--- config.mk ---
export PLATFORM = sky130hd
export DESIGN_NAME = dcw_cfg_sequencer
export DESIGN_NICKNAME = d
export VERILOG_FILES = /design/src/rtl/dcw_cfg_sequencer.sv
export SDC_FILE = /design/constraint.sdc
export NUM_CORES = 1
export LEC_CHECK = 0
export ABC_AREA = 1
export CAP_MARGIN = 10
export CORE_ASPECT_RATIO = 1.2
export CORE_MARGIN = 2
export CORE_UTILIZATION = 47
export CTS_BUF_LIST = sky130_fd_sc_hd__clkbuf_4 sky130_fd_sc_hd__clkbuf_8 sky130_fd_sc_hd__clkbuf_16
export DETAILED_ROUTE_END_ITERATION = 8
export GPL_ROUTABILITY_DRIVEN = 0
export PLACE_DENSITY = 0.74
export REMOVE_ABC_BUFFERS = 1
export SLEW_MARGIN = 20
export SYNTH_ARGS = -nofsm -noshare
export SYNTH_HDL_FRONTEND = slang
export SYNTH_SLANG_ARGS = --single-unit
--- constraint.sdc ---
create_clock -name clock -period 2.05 [get_ports clock]
set_clock_uncertainty 0.2 [all_clocks]
set_input_delay 0.3075 -clock clock [delete_from_list [all_inputs] [get_ports clock]]
set_output_delay 0.3075 -clock clock [all_outputs]
set_load 0.05 [all_outputs]
--- src/rtl/dcw_cfg_sequencer.sv ---
// Drives the DCW command bus through reset pulse, width load, aux load and settle for one request at a time.
// Optional width readback (CHECK state with timeout) is compiled in when DCW_SEQ_READBACK_EN is defined.
module dcw_cfg_sequencer #(
    parameter int RST_CYCLES     = 4,
    parameter int SETTLE_CYCLES  = 8,
    parameter int TIMEOUT_CYCLES = 16
) (
    input  logic       clock,
    input  logic       reset,
    input  logic       cfg_valid,
    output logic       cfg_ready,
    input  logic [2:0] cfg_width,
    input  logic [2:0] cfg_aux,
    output logic [2:0] ctrl_sig,
    output logic [2:0] val,
    output logic [2:0] val1,
    input  logic       channel_reset,
    input  logic [2:0] datawidth,
    output logic       busy,
    output logic       done,
    output logic       err
);

    typedef enum logic [2:0] {
        S_IDLE,
        S_RESET,
        S_WIDTH,
        S_AUX,
        S_SETTLE,
`ifdef DCW_SEQ_READBACK_EN
        S_CHECK,
`endif
        S_DONE
    } state_t;

    localparam logic [2:0] CMD_NOP       = 3'd0;
    localparam logic [2:0] CMD_RESET     = 3'd1;
    localparam logic [2:0] CMD_SET_WIDTH = 3'd2;
    localparam logic [2:0] CMD_SET_AUX   = 3'd3;

    localparam logic [7:0] RST_LOAD     = 8'(RST_CYCLES - 1);
    localparam logic [7:0] SETTLE_LOAD  = 8'(SETTLE_CYCLES - 1);
`ifdef DCW_SEQ_READBACK_EN
    localparam logic [7:0] TIMEOUT_LOAD = 8'(TIMEOUT_CYCLES - 1);
`endif

    state_t     r_state;
    state_t     w_nextState;
    logic [7:0] r_count;
    logic [7:0] w_nextCount;
    logic       w_doneErr;
    logic [2:0] r_width;
    logic [2:0] r_aux;

    logic       r_ready;
    logic [2:0] r_ctrl;
    logic [2:0] r_val;
    logic [2:0] r_val1;
    logic       r_busy;
    logic       r_done;
    logic       r_err;

    logic       w_ready;
    logic [2:0] w_ctrl;
    logic [2:0] w_val;
    logic [2:0] w_val1;
    logic       w_busy;
    logic       w_done;
    logic       w_err;

`ifndef DCW_SEQ_READBACK_EN
    logic w_unusedReadback;
    assign w_unusedReadback = ^{datawidth, channel_reset};
`endif

    // State, counter, latched request and all outputs are registered here.
    always_ff @(posedge clock) begin
        if (reset) begin
            r_state <= S_IDLE;
            r_count <= '0;
            r_width <= '0;
            r_aux   <= '0;
            r_ready <= 1'b1;
            r_ctrl  <= CMD_NOP;
            r_val   <= '0;
            r_val1  <= '0;
            r_busy  <= 1'b0;
            r_done  <= 1'b0;
            r_err   <= 1'b0;
        end else begin
            r_state <= w_nextState;
            r_count <= w_nextCount;
            if (cfg_valid && r_ready) begin
                r_width <= cfg_width;
                r_aux   <= cfg_aux;
            end
            r_ready <= w_ready;
            r_ctrl  <= w_ctrl;
            r_val   <= w_val;
            r_val1  <= w_val1;
            r_busy  <= w_busy;
            r_done  <= w_done;
            r_err   <= w_err;
        end
    end

    // The counter is loaded with length-1 on entry and the state moves on when it hits zero.
    always_comb begin
        w_nextState = r_state;
        w_nextCount = r_count;
        w_doneErr   = 1'b0;
        case (r_state)
            S_IDLE: begin
                if (cfg_valid && r_ready) begin
                    if (cfg_width == 3'd0) begin
                        w_nextState = S_DONE;
                        w_doneErr   = 1'b1;
                    end else begin
                        w_nextState = S_RESET;
                        w_nextCount = RST_LOAD;
                    end
                end
            end
            S_RESET: begin
                if (r_count == 8'd0) w_nextState = S_WIDTH;
                else                 w_nextCount = r_count - 8'd1;
            end
            S_WIDTH: w_nextState = S_AUX;
            S_AUX: begin
                w_nextState = S_SETTLE;
                w_nextCount = SETTLE_LOAD;
            end
            S_SETTLE: begin
                if (r_count == 8'd0) begin
`ifdef DCW_SEQ_READBACK_EN
                    w_nextState = S_CHECK;
                    w_nextCount = TIMEOUT_LOAD;
`else
                    w_nextState = S_DONE;
`endif
                end else begin
                    w_nextCount = r_count - 8'd1;
                end
            end
`ifdef DCW_SEQ_READBACK_EN
            S_CHECK: begin
                if (datawidth == r_width && !channel_reset) begin
                    w_nextState = S_DONE;
                end else if (r_count == 8'd0) begin
                    w_nextState = S_DONE;
                    w_doneErr   = 1'b1;
                end else begin
                    w_nextCount = r_count - 8'd1;
                end
            end
`endif
            S_DONE:  w_nextState = S_IDLE;
            default: w_nextState = S_IDLE;
        endcase
    end

    // Outputs are decoded from the upcoming state so they line up with it once registered.
    always_comb begin
        w_ctrl  = CMD_NOP;
        w_val   = r_val;
        w_val1  = r_val1;
        w_done  = 1'b0;
        w_err   = 1'b0;
        w_ready = (w_nextState == S_IDLE);
        w_busy  = (w_nextState != S_IDLE);
        case (w_nextState)
            S_RESET: w_ctrl = CMD_RESET;
            S_WIDTH: begin
                w_ctrl = CMD_SET_WIDTH;
                w_val  = r_width;
            end
            S_AUX: begin
                w_ctrl = CMD_SET_AUX;
                w_val1 = r_aux;
            end
            S_DONE: begin
                w_done = 1'b1;
                w_err  = w_doneErr;
            end
            default: w_ctrl = CMD_NOP;
        endcase
    end

    assign cfg_ready = r_ready;
    assign ctrl_sig  = r_ctrl;
    assign val       = r_val;
    assign val1      = r_val1;
    assign busy      = r_busy;
    assign done      = r_done;
    assign err       = r_err;

endmodule

==> results_dict.tcl <==
set metrics [dict create \
    tritoncts_num_sinks 29 \
    report.power.total_w 0.002592 \
    timing_worst_slew_pin_value_ns 0.4970 \
    netlist.area_leader.share 0.4423 \
    drtPass1Iterations 4 \
    timing.max_cap.violations 0 \
    yosys_warnings 0 \
    antenna-diode-count 0 \
    grt_start_max_net_pins 15 \
    tritoncts_clock_tree "yes" \
    timing.setup.critical_path_class "reg2out" \
    synth-main-ff-cell "dfxtp_1" \
    holdCritPathClass "reg2reg" \
    syn_avg_cell_area_um2 6.596 \
    dr_total_vias 1241 \
    timing.critical_path.cells "clkdlybuf4s50_1" \
    syn-cell-area_mm2 0.001313 \
    grt_first_pass_wirelength_mm 4.153 \
    grt_usage 0.1752 \
    hold_viol_final 0 \
    critical-path-top-delay-family "buffers and inverters" \
    worstSkewPairLatency_ns 0.32 \
    via_count_of_the_first_global_routing_pass 975 \
    crit_path_end_kind "primary output" \
    area.growth.synth_to_final_pct 25.83 \
    antenna_found_initial 0 \
    crit_slowest_cell "clkdlybuf4s50_1" \
    clk_transition_reported_paths_ns 0.09 \
    fillerInstances 277 \
    route.final.wire_length_mm 2.522 \
    synth.yosys.seq_area_share 0.4423 \
    start_util 0.4803 \
    p_sw_frac 0.4410 \
    io_buffer_count 20 \
    async_reset_ff_frac 0 \
    design.core.area_mm2 0.002733 \
    setup.worst_path.start_class "flop" \
    path_buf_inv 1 \
    die_w_um 52.24 \
    detailed_placement_wirelength_estimate_mm 1.861 \
    synth_top_area_cell "dfxtp_1" \
    cts_root_buffer "clkbuf_4" \
    remaining_antenna_violation_count_after_routing 0 \
    cts_setup_buffers 0 \
    ctsResizeCount 0 \
    post_synth_edffs 0 \
    wl_per_cell_um 9.663 \
    chipHeight_um 61.89 \
    finalMaxSlewViolations 0 \
    synth.top_cells.by_area "dfxtp_1, nand2_1, nor2_1" \
    ys_seq_elements 29 \
    detail_route.iter0.violations 26 \
    htree_num_levels 2 \
    fin_setup_tns_ns 0 \
    drive_gt1_frac 0.07930 \
    worst_case_vdd_ir_drop_uv 1054 \
    number_of_clock_buffers_inserted_by_tritoncts 5 \
    outcome "finished clean" \
    max_clock_freq_mhz 505.3 \
    synthCells 199 \
    slowest_delay_ns 0.81 \
    power.switching_w 0.001143 \
    viasPerCell 4.755 \
    finalNetCount 240 \
    remaining_drc_errors 0 \
    rsz0062_at_grt "false" \
    max-clock-path-buffers 2 \
    worst_ep_required_time_ns 1.54 \
    power_share_of_the_sequential_group 0.312 \
    core.rowCount 21 \
    finalSetupViolations 0 \
    power.leakage_nw 0.7618 \
    timing.final.crit_share 0.9654 \
    synth.lib_cells_used.distinct 18 \
    critical_path_peak_fanout 2 \
    die_ar_mm2 0.003233 \
    p_int_w 0.001449 \
    share_clk_of_total_power 0.191 \
    p_comb_frac 0.497 \
    design.portCount 26 \
    cts_hold_buf 0 \
    post-route-min-period_ns 1.979 \
    maxSlewHeadroom 0.6676 \
    grt-ovfl-total 0 \
    cp_data_arrival_time_ns 1.47 \
    power_density_mw_per_mm2 1570 \
]
synthesized netlist by cell type, types with 2 or more instances:
master    count
nor3_1        2
inv_2         3
nand3_1      12
nand4_1       2
nand2_1      49
nor2_1       39
nand2_2       2
o21ai_0      14
inv_1        25
dfxtp_1      29
a21oi_1      14
clkbuf_1      2
registers in the layout, summed over array words and instances, names as in the netlist:
register and cells:
cfg_ready 1, val1 3, err 1, done 1, busy 1, ctrl_sig 2, r_aux 3, r_state 3
val 3, r_count 8, r_width 3
power groups by stage:
stage          Combinational [W]  Sequential [W]  Clock, W
5_1_grt                  0.00145        0.000828  0.000531
3_3_place_gp             0.00128        0.000820         0
6_report                 0.00129        0.000809  0.000495
4_1_cts                  0.00130        0.000810  0.000508
2_1_floorplan           0.000777         0.00102         0
3_5_place_dp             0.00129        0.000823         0
metrics by stage:
step,setup WS (ns),cell area (um^2),utilization,hold WS [ns],cells
6_report,0.07101,1652,0.6044,0.2618,261
5_1_grt,0.03320,1652,0.6044,0.2860,261
4_1_cts,0.05053,1652,0.6044,0.2660,261
3_5_place_dp,0.1101,1563,0.5719,0.2533,253
3_3_place_gp,0.1367,1563,0.5719,0.2485,253
2_1_floorplan,0.1951,1297,-,0.1766,196
kinds of logic (layout without fill, tap and decap cells):
family / Yosys count / count (layout) / synth area share
AND/OR/NAND/NOR: 108 / 108 / 0.3403
buffers and inverters: 31 / 59 / 0.09152
XOR/XNOR: 1 / 1 / 0.006674
adder cells (fa/ha/maj): 1 / 1 / 0.009531
flip-flops: 29 / 29 / 0.4423
other: 1 / 1 / 0.002857
AO/OA/AOI/OAI: 28 / 28 / 0.1068
cell usage in the layout, fill, tap and decap left out, drive strengths merged:
cell type and instances:
bufinv 1, nor2 40, nand4 2, dfxtp 29, nand3 13, inv 28, clkbuf 7, ha 1
nand2 51, a21oi 14, nor3 2, conb 1, xor2 1, clkdlybuf4s50 20, buf 3, o21ai 14
worst register-to-register path, stage by stage, from the launching register on:
cell and delay [ns]:
dfxtp_1 0.34, inv_1 0.08, ha_1 0.23, nand2_1 0.09
nor2_1 0.21, nand2_1 0.22, o21ai_0 0.26, nor2_1 0.06
cell type report:
| type | instances | area [um^2] | area share |
|---|---|---|---|
| repair buffers | 23 | 222.7 | 0.1348 |
| clock inverters | 1 | 30.03 | 0.01818 |
| inverters | 28 | 105.1 | 0.06364 |
| clock buffers | 7 | 58.81 | 0.03561 |
| flip-flops and latches | 29 | 580.6 | 0.3515 |
| multi-input cells | 139 | 611.8 | 0.3705 |
| well taps | 34 | 42.54 | 0.02576 |
worst paths after layout:
path | from | endpoint | cells after the start | slack [ns]
hold reg to reg | r_aux[1] | val1[1] | 2 | 0.26
setup reg to reg | r_count[0] | val[0] | 7 | 0.25
setup / recovery | val1[1] | val1[1] | 1 | 0.07
hold / removal | r_aux[1] | val1[1] | 2 | 0.26
routing by layer:
| layer | vias to the layer above | global-route usage | routed length, um | share of wire |
|---|---|---|---|---|
| met5 | - | 0 | 0 | 0 |
| met4 | 0 | 0.06593 | 13 | 0.0052 |
| met3 | 2 | 0.05024 | 110 | 0.044 |
| met2 | 25 | 0.3056 | 1230 | 0.49 |
| met1 | 543 | 0.2057 | 1168 | 0.46 |
| li1 | 671 | - | - | - |
(Power assumes the default switching activity.)
